## config.mk

```make
export PLATFORM = sky130hd
export DESIGN_NAME = mul8_mac_pipe
export DESIGN_NICKNAME = d
export VERILOG_FILES = /design/src/rtl/mul8_mac_pkg.sv /design/src/rtl/mul8_mac_acc.sv /design/src/rtl/mul8_mac_pipe.sv
export SDC_FILE = /design/constraint.sdc
export NUM_CORES = 1
export LEC_CHECK = 0
export ABC_AREA = 1
export CAP_MARGIN = 20
export CORE_MARGIN = 5
export CORE_UTILIZATION = 40
export CTS_BUF_LIST = sky130_fd_sc_hd__clkbuf_16
export CTS_CLUSTER_SIZE = 16
export DETAILED_ROUTE_END_ITERATION = 12
export PLACE_DENSITY = 0.71
export SLEW_MARGIN = 20
export SYNTH_ARGS = -nofsm -noshare
export SYNTH_HDL_FRONTEND = slang
export SYNTH_SLANG_ARGS = --single-unit
export TNS_END_PERCENT = 50
```

## constraint.sdc

```tcl
create_clock -name clk -period 5.55 [get_ports clk]
set_clock_uncertainty 0.15 [all_clocks]
set_input_delay 1.11 -clock clk [delete_from_list [all_inputs] [get_ports clk]]
set_output_delay 1.11 -clock clk [all_outputs]
set_load 0.05 [all_outputs]
```

## src/rtl/mul8_mac_pkg.sv

```systemverilog
// Shared constants, stage payload type and the overflow-aware accumulate helper
// for the mul8 multiply-accumulate pipeline.
package mul8_mac_pkg;

  localparam int unsigned OPW       = 8;
  localparam int unsigned PROD_W    = 16;
  localparam int unsigned MAX_ACC_W = 32;

  // Control payload travelling alongside the operand and product stages.
  typedef struct packed {
    logic valid;
    logic last;
  } stage_t;

  typedef struct packed {
    logic                 ovf;
    logic [MAX_ACC_W-1:0] sum;
  } add_res_t;

  // Adds a product to an acc_w-bit accumulator; the result is clamped to all-ones
  // or wrapped modulo 2^acc_w when the carry out of bit acc_w-1 is set.
  function automatic add_res_t mac_add(input logic [MAX_ACC_W-1:0] acc,
                                       input logic [PROD_W-1:0]    prod,
                                       input int unsigned          acc_w,
                                       input logic                 saturate);
    logic [MAX_ACC_W:0] full;
    logic [MAX_ACC_W:0] mask;
    add_res_t           res;
    mask     = (33'd1 << acc_w) - 33'd1;
    full     = {1'b0, acc} + 33'(prod);
    res.ovf  = |(full & ~mask);
    res.sum  = full[MAX_ACC_W-1:0] & mask[MAX_ACC_W-1:0];
    if (res.ovf && saturate) begin
      res.sum = mask[MAX_ACC_W-1:0];
    end
    return res;
  endfunction

endpackage

```

## src/rtl/mul8_mac_acc.sv

```systemverilog
// Accumulate stage: per-packet running sum, saturating beat counter, sticky
// overflow and the valid/ready result register that also sources the stall.
module mul8_mac_acc
  import mul8_mac_pkg::*;
#(
  parameter int unsigned ACC_W    = 24,
  parameter int unsigned CNT_W    = 8,
  parameter bit          SATURATE = 1'b1
) (
  input  logic              clk_i,
  input  logic              rst_ni,
  input  stage_t            st2_i,
  input  logic [PROD_W-1:0] prod_i,
  input  logic              m_ready_i,
  output logic              stall_o,
  output logic              m_valid_o,
  output logic [ACC_W-1:0]  m_sum_o,
  output logic [CNT_W-1:0]  m_count_o,
  output logic              m_ovf_o
);

  logic [ACC_W-1:0] acc_q, acc_d;
  logic [CNT_W-1:0] cnt_q, cnt_d;
  logic             ovf_q, ovf_d;
  logic             m_valid_q, m_valid_d;
  logic [ACC_W-1:0] m_sum_q, m_sum_d;
  logic [CNT_W-1:0] m_count_q, m_count_d;
  logic             m_ovf_q, m_ovf_d;

  add_res_t         add_res;
  logic [ACC_W-1:0] sum_next;
  logic [CNT_W-1:0] cnt_inc;
  logic             stall;
  logic             unused_sum_hi;

  assign stall         = m_valid_q && !m_ready_i;
  assign add_res       = mac_add(MAX_ACC_W'(acc_q), prod_i, ACC_W, SATURATE);
  assign sum_next      = add_res.sum[ACC_W-1:0];
  assign unused_sum_hi = ^(add_res.sum >> ACC_W);
  assign cnt_inc       = (cnt_q == '1) ? cnt_q : cnt_q + CNT_W'(1);

  always_comb begin
    acc_d     = acc_q;
    cnt_d     = cnt_q;
    ovf_d     = ovf_q;
    m_valid_d = m_valid_q;
    m_sum_d   = m_sum_q;
    m_count_d = m_count_q;
    m_ovf_d   = m_ovf_q;
    if (!stall) begin
      if (m_valid_q && m_ready_i) begin
        m_valid_d = 1'b0;
      end
      if (st2_i.valid) begin
        if (st2_i.last) begin
          // A completing packet overrides the handshake clear, so no bubble appears.
          m_valid_d = 1'b1;
          m_sum_d   = sum_next;
          m_count_d = cnt_inc;
          m_ovf_d   = ovf_q | add_res.ovf;
          acc_d     = '0;
          cnt_d     = '0;
          ovf_d     = 1'b0;
        end else begin
          acc_d = sum_next;
          cnt_d = cnt_inc;
          ovf_d = ovf_q | add_res.ovf;
        end
      end
    end
  end

  always_ff @(posedge clk_i) begin
    if (!rst_ni) begin
      acc_q     <= '0;
      cnt_q     <= '0;
      ovf_q     <= 1'b0;
      m_valid_q <= 1'b0;
      m_sum_q   <= '0;
      m_count_q <= '0;
      m_ovf_q   <= 1'b0;
    end else begin
      acc_q     <= acc_d;
      cnt_q     <= cnt_d;
      ovf_q     <= ovf_d;
      m_valid_q <= m_valid_d;
      m_sum_q   <= m_sum_d;
      m_count_q <= m_count_d;
      m_ovf_q   <= m_ovf_d;
    end
  end

  assign stall_o   = stall;
  assign m_valid_o = m_valid_q;
  assign m_sum_o   = m_sum_q;
  assign m_count_o = m_count_q;
  assign m_ovf_o   = m_ovf_q;

endmodule

```

## src/rtl/mul8_mac_pipe.sv

```systemverilog
// Three-stage multiply-accumulate around an external 8x8 multiplier: registered
// operands, registered product, then per-packet accumulation with a valid/ready result.
module mul8_mac_pipe
  import mul8_mac_pkg::*;
#(
  parameter int unsigned ACC_W      = 24,
  parameter int unsigned CNT_W      = 8,
  parameter bit          SATURATE   = 1'b1,
  parameter bit          ZERO_GUARD = 1'b1
) (
  input  logic              clk,
  input  logic              rst_n,
  input  logic              s_valid,
  output logic              s_ready,
  input  logic [OPW-1:0]    s_a,
  input  logic [OPW-1:0]    s_b,
  input  logic              s_last,
  output logic [OPW-1:0]    mul_a,
  output logic [OPW-1:0]    mul_b,
  input  logic [PROD_W-1:0] mul_o,
  output logic              m_valid,
  input  logic              m_ready,
  output logic [ACC_W-1:0]  m_sum,
  output logic [CNT_W-1:0]  m_count,
  output logic              m_ovf
);

  logic [OPW-1:0]    mul_a_q, mul_a_d;
  logic [OPW-1:0]    mul_b_q, mul_b_d;
  stage_t            st1_q, st1_d;
  stage_t            st2_q, st2_d;
  logic [PROD_W-1:0] prod_q, prod_d;

  logic stall;
  logic accept;
  logic zero_hit;

  assign s_ready  = rst_n && !stall;
  assign accept   = s_valid && s_ready;
  // Approximate multipliers may return nonzero for a zero operand; optionally mask it.
  assign zero_hit = ZERO_GUARD && ((mul_a_q == '0) || (mul_b_q == '0));

  always_comb begin
    mul_a_d = mul_a_q;
    mul_b_d = mul_b_q;
    st1_d   = st1_q;
    st2_d   = st2_q;
    prod_d  = prod_q;
    if (!stall) begin
      if (accept) begin
        mul_a_d    = s_a;
        mul_b_d    = s_b;
        st1_d.valid = 1'b1;
        st1_d.last  = s_last;
      end else begin
        st1_d = '0;
      end
      st2_d  = st1_q;
      prod_d = zero_hit ? '0 : mul_o;
    end
  end

  always_ff @(posedge clk) begin
    if (!rst_n) begin
      mul_a_q <= '0;
      mul_b_q <= '0;
      st1_q   <= '0;
      st2_q   <= '0;
      prod_q  <= '0;
    end else begin
      mul_a_q <= mul_a_d;
      mul_b_q <= mul_b_d;
      st1_q   <= st1_d;
      st2_q   <= st2_d;
      prod_q  <= prod_d;
    end
  end

  assign mul_a = mul_a_q;
  assign mul_b = mul_b_q;

  mul8_mac_acc #(
    .ACC_W   (ACC_W),
    .CNT_W   (CNT_W),
    .SATURATE(SATURATE)
  ) u_acc (
    .clk_i    (clk),
    .rst_ni   (rst_n),
    .st2_i    (st2_q),
    .prod_i   (prod_q),
    .m_ready_i(m_ready),
    .stall_o  (stall),
    .m_valid_o(m_valid),
    .m_sum_o  (m_sum),
    .m_count_o(m_count),
    .m_ovf_o  (m_ovf)
  );

endmodule

```

* Word-level counts from Yosys, hierarchy flattened
Cells that the tools add are included.
** Storage, ports and cells
- Register bits after elaboration :: 103
- Input port bits :: 37
- Word-level logic and storage cells :: 42
** Cells by class
- Add/subtract/negate cells :: 2
- Eq/ne operators :: 1
- Muxes and demuxes :: 10
- Bitwise gates (word level) :: 2
- Reductions and logical operators :: 13
** Operators by type and width (number)
- 2-to-1 mux 24 bit :: 2
- adder 24 x 16 -> 25 bit :: 1
- logical NOT 8 bit :: 2
- 2-to-1 mux 16 bit :: 1
- 2-to-1 mux 8 bit :: 2
- OR reduction 9 bit :: 1
- adder 8 x 1 -> 8 bit, second input constant :: 1
- equality test 8 bit, second input constant :: 1
- logical AND 1 bit :: 4
- 2-to-1 mux 1 bit :: 4
- AND reduction 2 bit :: 2
- AND reduction 3 bit :: 1
- logical NOT 1 bit :: 2
- 2-to-1 mux 2 bit :: 1
- logical OR 1 bit :: 1
- inverter 1 bit :: 1
- OR 1 bit :: 1

* Longest topological paths before layout
- Word-level depth :: 6
- Depth in mapped cells :: 13
- Depth with buffers taken out :: 13

* By module
From an unflattened synthesis, not the netlist that was laid out.
** Second synthesis, totals
- Cell total of the unflattened synthesis :: 798
- Area, all modules :: 5577.8 µm²
** Modules (own cells, without submodules)
- mul8_mac_acc :: instances 1, cells each 626, area an instance 4187.8 µm², sequential area each 1341.3 µm²
- mul8_mac_pipe :: instances 1, cells each 172, area an instance 1390.1 µm², sequential area each 720.7 µm²

* Worst setup path after synthesis
No wires, ideal clock.
- Path type :: input-to-output
- Start :: input port rst_n
- End :: output port s_ready
- Arrival time :: 2249 ps
- Required time :: 4290 ps
- Slack :: 2041 ps
- Cell stages on the path :: 4
- Cell sequence :: buf_4 -> inv_2 -> nor2_2 -> clkbuf_1
** Between the ends
- Longest elaborated chain between the ends :: 1
** Ends and longest elaborated chain
- start, declared :: RTL line mul8_mac_pipe.sv:12 : input logic rst_n,
- logical AND 1 bit :: RTL line mul8_mac_pipe.sv:38 : assign s_ready = rst_n && !stall;
- end, declared :: RTL line mul8_mac_pipe.sv:14 : output logic s_ready,
No other way between the ends.

* Worst setup path in the final report
Ends and elaborated chain as after synthesis.

==> results by stage <==
Clocking:
- The number of buffers inserted for hold repair after clock tree synthesis is 0.
- The number of clock sinks seen by CTS is around 100.
- The number of setup buffers added after CTS is 0.
- CTS built an H-tree with a depth of 3.
- The clock slew seen by the registers of the worst setup and hold paths is around 0.070 ns.
- TritonCTS built the clock tree.
- Counting along the longest clock path gives a buffer depth of 2.
- Gates resized during post-CTS repair numbered 0.
- The insertion delay to the later sink of the worst-skew pair is about 0.35 ns.
- The clock buffer count from CTS is 9.
- The cell sitting at the root of the clock tree is a clkbuf_16.

Placed design:
- The placed wire-length estimate is a little over 10000 um.
- The minimum setup slack after placement is between 1.5 and 2 ns.
- During placement, the flow inserted port buffers numbering 87.
- Once placement finished, the instance area stood at around 6400 um^2.
- At the end of routability-driven placement, the weighted congestion stood at approximately 0.95.

STA:
- Headroom to the max-slew limit came out at between 60% and 70%.
- The shortest clock period the worst path allows after layout is between 3 and 4 ns.
- The worst path meets setup with 1.901 ns of slack.
- The number of endpoints failing setup at the final stage is 0.
- Derived from the worst setup path, the maximum achievable clock frequency is about 270 MHz.
- The summed negative setup slack over all endpoints is 0 ns.
- The number of hold violations in the final report was 0.
- Of the available clock period, the critical path in the final layout requires between 60% and 70%.
- The final max-slew violation count is 0.
- Setup repair after global routing left no endpoint under its margin.
- The actual slew at the worst max-slew pin is slightly below 0.6 ns.

Cells and area:
- The footprint of the multi-input gates is 2810 um^2.
- After the last flow step, the layout net total stands at between 900 and 1000.
- The area growth from synthesis to layout is 23.98%.
- The filler cells instantiated in the layout total 1293.
- The share of final-layout standard cells stronger than drive strength 1 is 7.931%.
- The count of antenna diodes in the layout is 0.
- After routing the design area is 6636 um^2.
- Across the whole layout, storage elements account for a little over 2000 um^2.

Routing:
- The count of nets left with antenna violations after detail routing is 0.
- The number of remaining DRC errors is 0.
- The total via count in the routed design is 4943.
- The first-pass detailed-route iteration total is 4.
- The DRC marker count from the first detailed-route iteration is around 280.
- Summed over all layers, the routed wires come to 13440 um.
- The per-cell routed wire length is roughly 13 um.
- Using the TritonRoute via totals, the vias-per-cell ratio works out to around 4.7.

Power and ir drop:
- Dividing total power by cell area gives a power density of 235.0 nW/um^2.
- Summed over all cells, the static leakage comes to about 3.2 nW.
- VDD sags by at most about 140 uV.

Global routing:
- The via count of the first global-routing pass is between 4000 and 5000.
- The initial antenna violation count came to 0.
- The global-route met3 utilization is around 5.6%.
- For met2 alone, demand over resource in global routing was about 28%.
- The global routing usage summed across all routing layers is approximately 17%.
- The largest net degree at the start of global routing is 35.
- The most utilized layer in the global route result is met2.
- For this run, global-route usage on met1 was measured as about a fifth.
- The first-pass GRT wire length is around 23000 um.
- The overall overflow remaining after global route is 0.

Synth:
- Of the total synthesized cell area, the portion taken by full adders, half adders and majority gates is 4.348%.
- Of the total synthesized cell area, the portion taken by AND, OR, NAND and NOR gates is roughly 37%.
- During synthesis, Yosys emitted a total of 0 warnings.
- Synthesis produced a netlist with a net count of 840.
- Of the synthesized area, sequential elements account for between 30% and 40%.
- Sorting the synthesized cells by area gives the leading types as dfxtp_1 (39%), nand2_1 (21%), inv_1 (6.5%).
- The instance count of the mapped netlist is 785.
- After synthesis, the largest family of logic cells by area is simple AND/OR/NAND/NOR gates.
- The largest total area in the synthesized netlist belongs to dfxtp_1.
- The synthesized design contains 0 enable-type register cells.
- The share of the synthesized area in the top cell type is between 30% and 40%.
- The most used flip-flop cell after synthesis is dfxtp_1.
- Measured against the total synthesized area, the mux share comes to 0%.
- Of all flip-flops after synthesis, the portion carrying an async set or reset was 0%.
- The number of register bits inferred by synthesis is ~100.
- Dividing the synthesized area by the synthesized cell count gives 6.819 um^2.
- The post-synthesis cell type count is 37.
- Summing the areas of all compound-gate instances in the mapped netlist gives under 10% of the synthesized area.
- The netlist area before placement is roughly 5400 um^2.
- Of the total synthesized cell area, the portion taken by XOR and XNOR cells is between 1.5 and 2%.

Worst setup path:
- The cell repeated most along the worst path is buf_4.
- In this run the worst path has a maximum fanout of 19.
- The endpoint kind of the worst setup timing path is an output pin.
- The arrival time at the worst endpoint is about 2.4 ns.
- The biggest cell delay along the critical path is about 0.45 ns.
- The largest individual stage delay along the critical path comes from the cell clkdlybuf4s50_1.
- STA classifies the critical path startpoint as a primary input.
- The type of the setup path with the least slack is primary input to output pin.
- Walking the worst path, the cells encountered are clkdlybuf4s50_1 -> buf_4 -> inv_2 -> nor2_2 -> buf_4.
- The required time of the worst setup path is approximately 4.3 ns.

Floorplanning:
- The die is around 130 um wide.
- After floorplanning, the core was divided into 42 placement rows.
- In this run the vertical extent of the chip is 125.7 um.
- Once the floorplan was initialized, standard cells occupied 40.58% of the core.
- In this run the standard cell core region covers about 13000 um^2.
- During I/O placement, the number of pins put on the boundary was around 90.
- The die footprint is 15800 um^2.

Run:
- The count of max-cap constraint violations is 0.

Worst hold path:
- The min-delay analysis places its worst path in the category register to register.

Status:
- The flow ran to the end, and the final reports show no timing, DRC or antenna violations.
## area by class of cell
class	instances	area share, %
Clock inverter	7	0.6222
Sequential cell	103	31.07
Timing Repair Buffer	93	13.76
Multi-Input combinational cell	561	42.35
Tap cell	176	3.318
Clock buffer	9	3.394
Inverter	97	5.486
## metrics by stage
step	total power (W)	hold WS [ns]	util, %	cells
after floorplan	0.0009236	0.2826	-	785
after global placement	0.001002	0.2897	48.29	1030
after detailed placement	0.001003	0.2940	48.29	1030
after CTS	0.001577	0.3039	50.31	1046
after global routing	0.001631	0.3130	50.31	1046
final	0.001559	0.3058	50.31	1046
## worst paths after layout
check	from	endpoint	slack, ns	depth (start not counted)
max	rst_n	s_ready	1.90	5
min	u_acc.m_sum_o[9]	u_acc.m_sum_o[9]	0.31	2
max reg2reg	prod_q[0]	u_acc.m_sum_o[13]	2.86	11
min reg2reg	u_acc.m_sum_o[9]	u_acc.m_sum_o[9]	0.31	2
## worst max-delay path: cells and delay by family
kind | cells | cell delay (ns)
and+or+nand+nor | 1 | 0.21
buffers and inverters | 4 | 1.06
## registers in the layout, summed over array words and instances, names as in the netlist
register         cells
u_acc.ovf_q          1
u_acc.m_sum_o       24
mul_a                8
prod_q              16
u_acc.m_count_o      8
st1_q                2
u_acc.acc_q         24
mul_b                8
u_acc.cnt_q          8
st2_q                2
u_acc.m_valid_o      1
u_acc.m_ovf_o        1
## synthesized netlist by cell type (all sizes together), types with 2 or more instances
library cell	count
a22o	19
a21oi	46
o21ai	9
nor4	5
xor2	9
inv	96
nand3	70
buf	12
ha	17
clkbuf	12
nor2	43
dfxtp	103
nand2	320
nand4	4
or2	3
o211ai	2
o22ai	2
nand3b	3
and2	3
## metal layers
metal  share of wire, %  vias up
met5                  0        -
met4                2.3        0
met3                6.0       18
met2                 45      105
met1                 46     2181
li1                   -     2639
## where the power goes
part	leakage, nW	switching, W	internal [W]
combinational	2.19	0.000127	0.0000780
clock	0.136	0.000274	0.000301
sequential	0.837	0.0000172	0.000763
total	3.16	0.000418	0.00114
## layout by cell type (no fill, tap or decap), types with 6 or more instances in the layout
cell               n
inv_1             94
xor2_1             9
dfxtp_1          103
clkdlybuf4s50_1   86
nand3_1           61
a21oi_1           37
clkbuf_16          9
o21ai_0            9
a22o_1            19
nand2_2           16
nand2_1          302
nor2_1            37
nor2_2             6
a21oi_2            9
ha_1              17
buf_4              7
nand3_2            9
## kinds of logic after synthesis
logic type | count (synthesis)
AO/OA/AOI/OAI | 81
XOR/XNOR | 10
adder cells (fa/ha/maj) | 18
buffers and inverters | 121
flip-flops | 103
AND/OR/NAND/NOR | 452
Note: power is estimated with default switching activity, not from simulation.
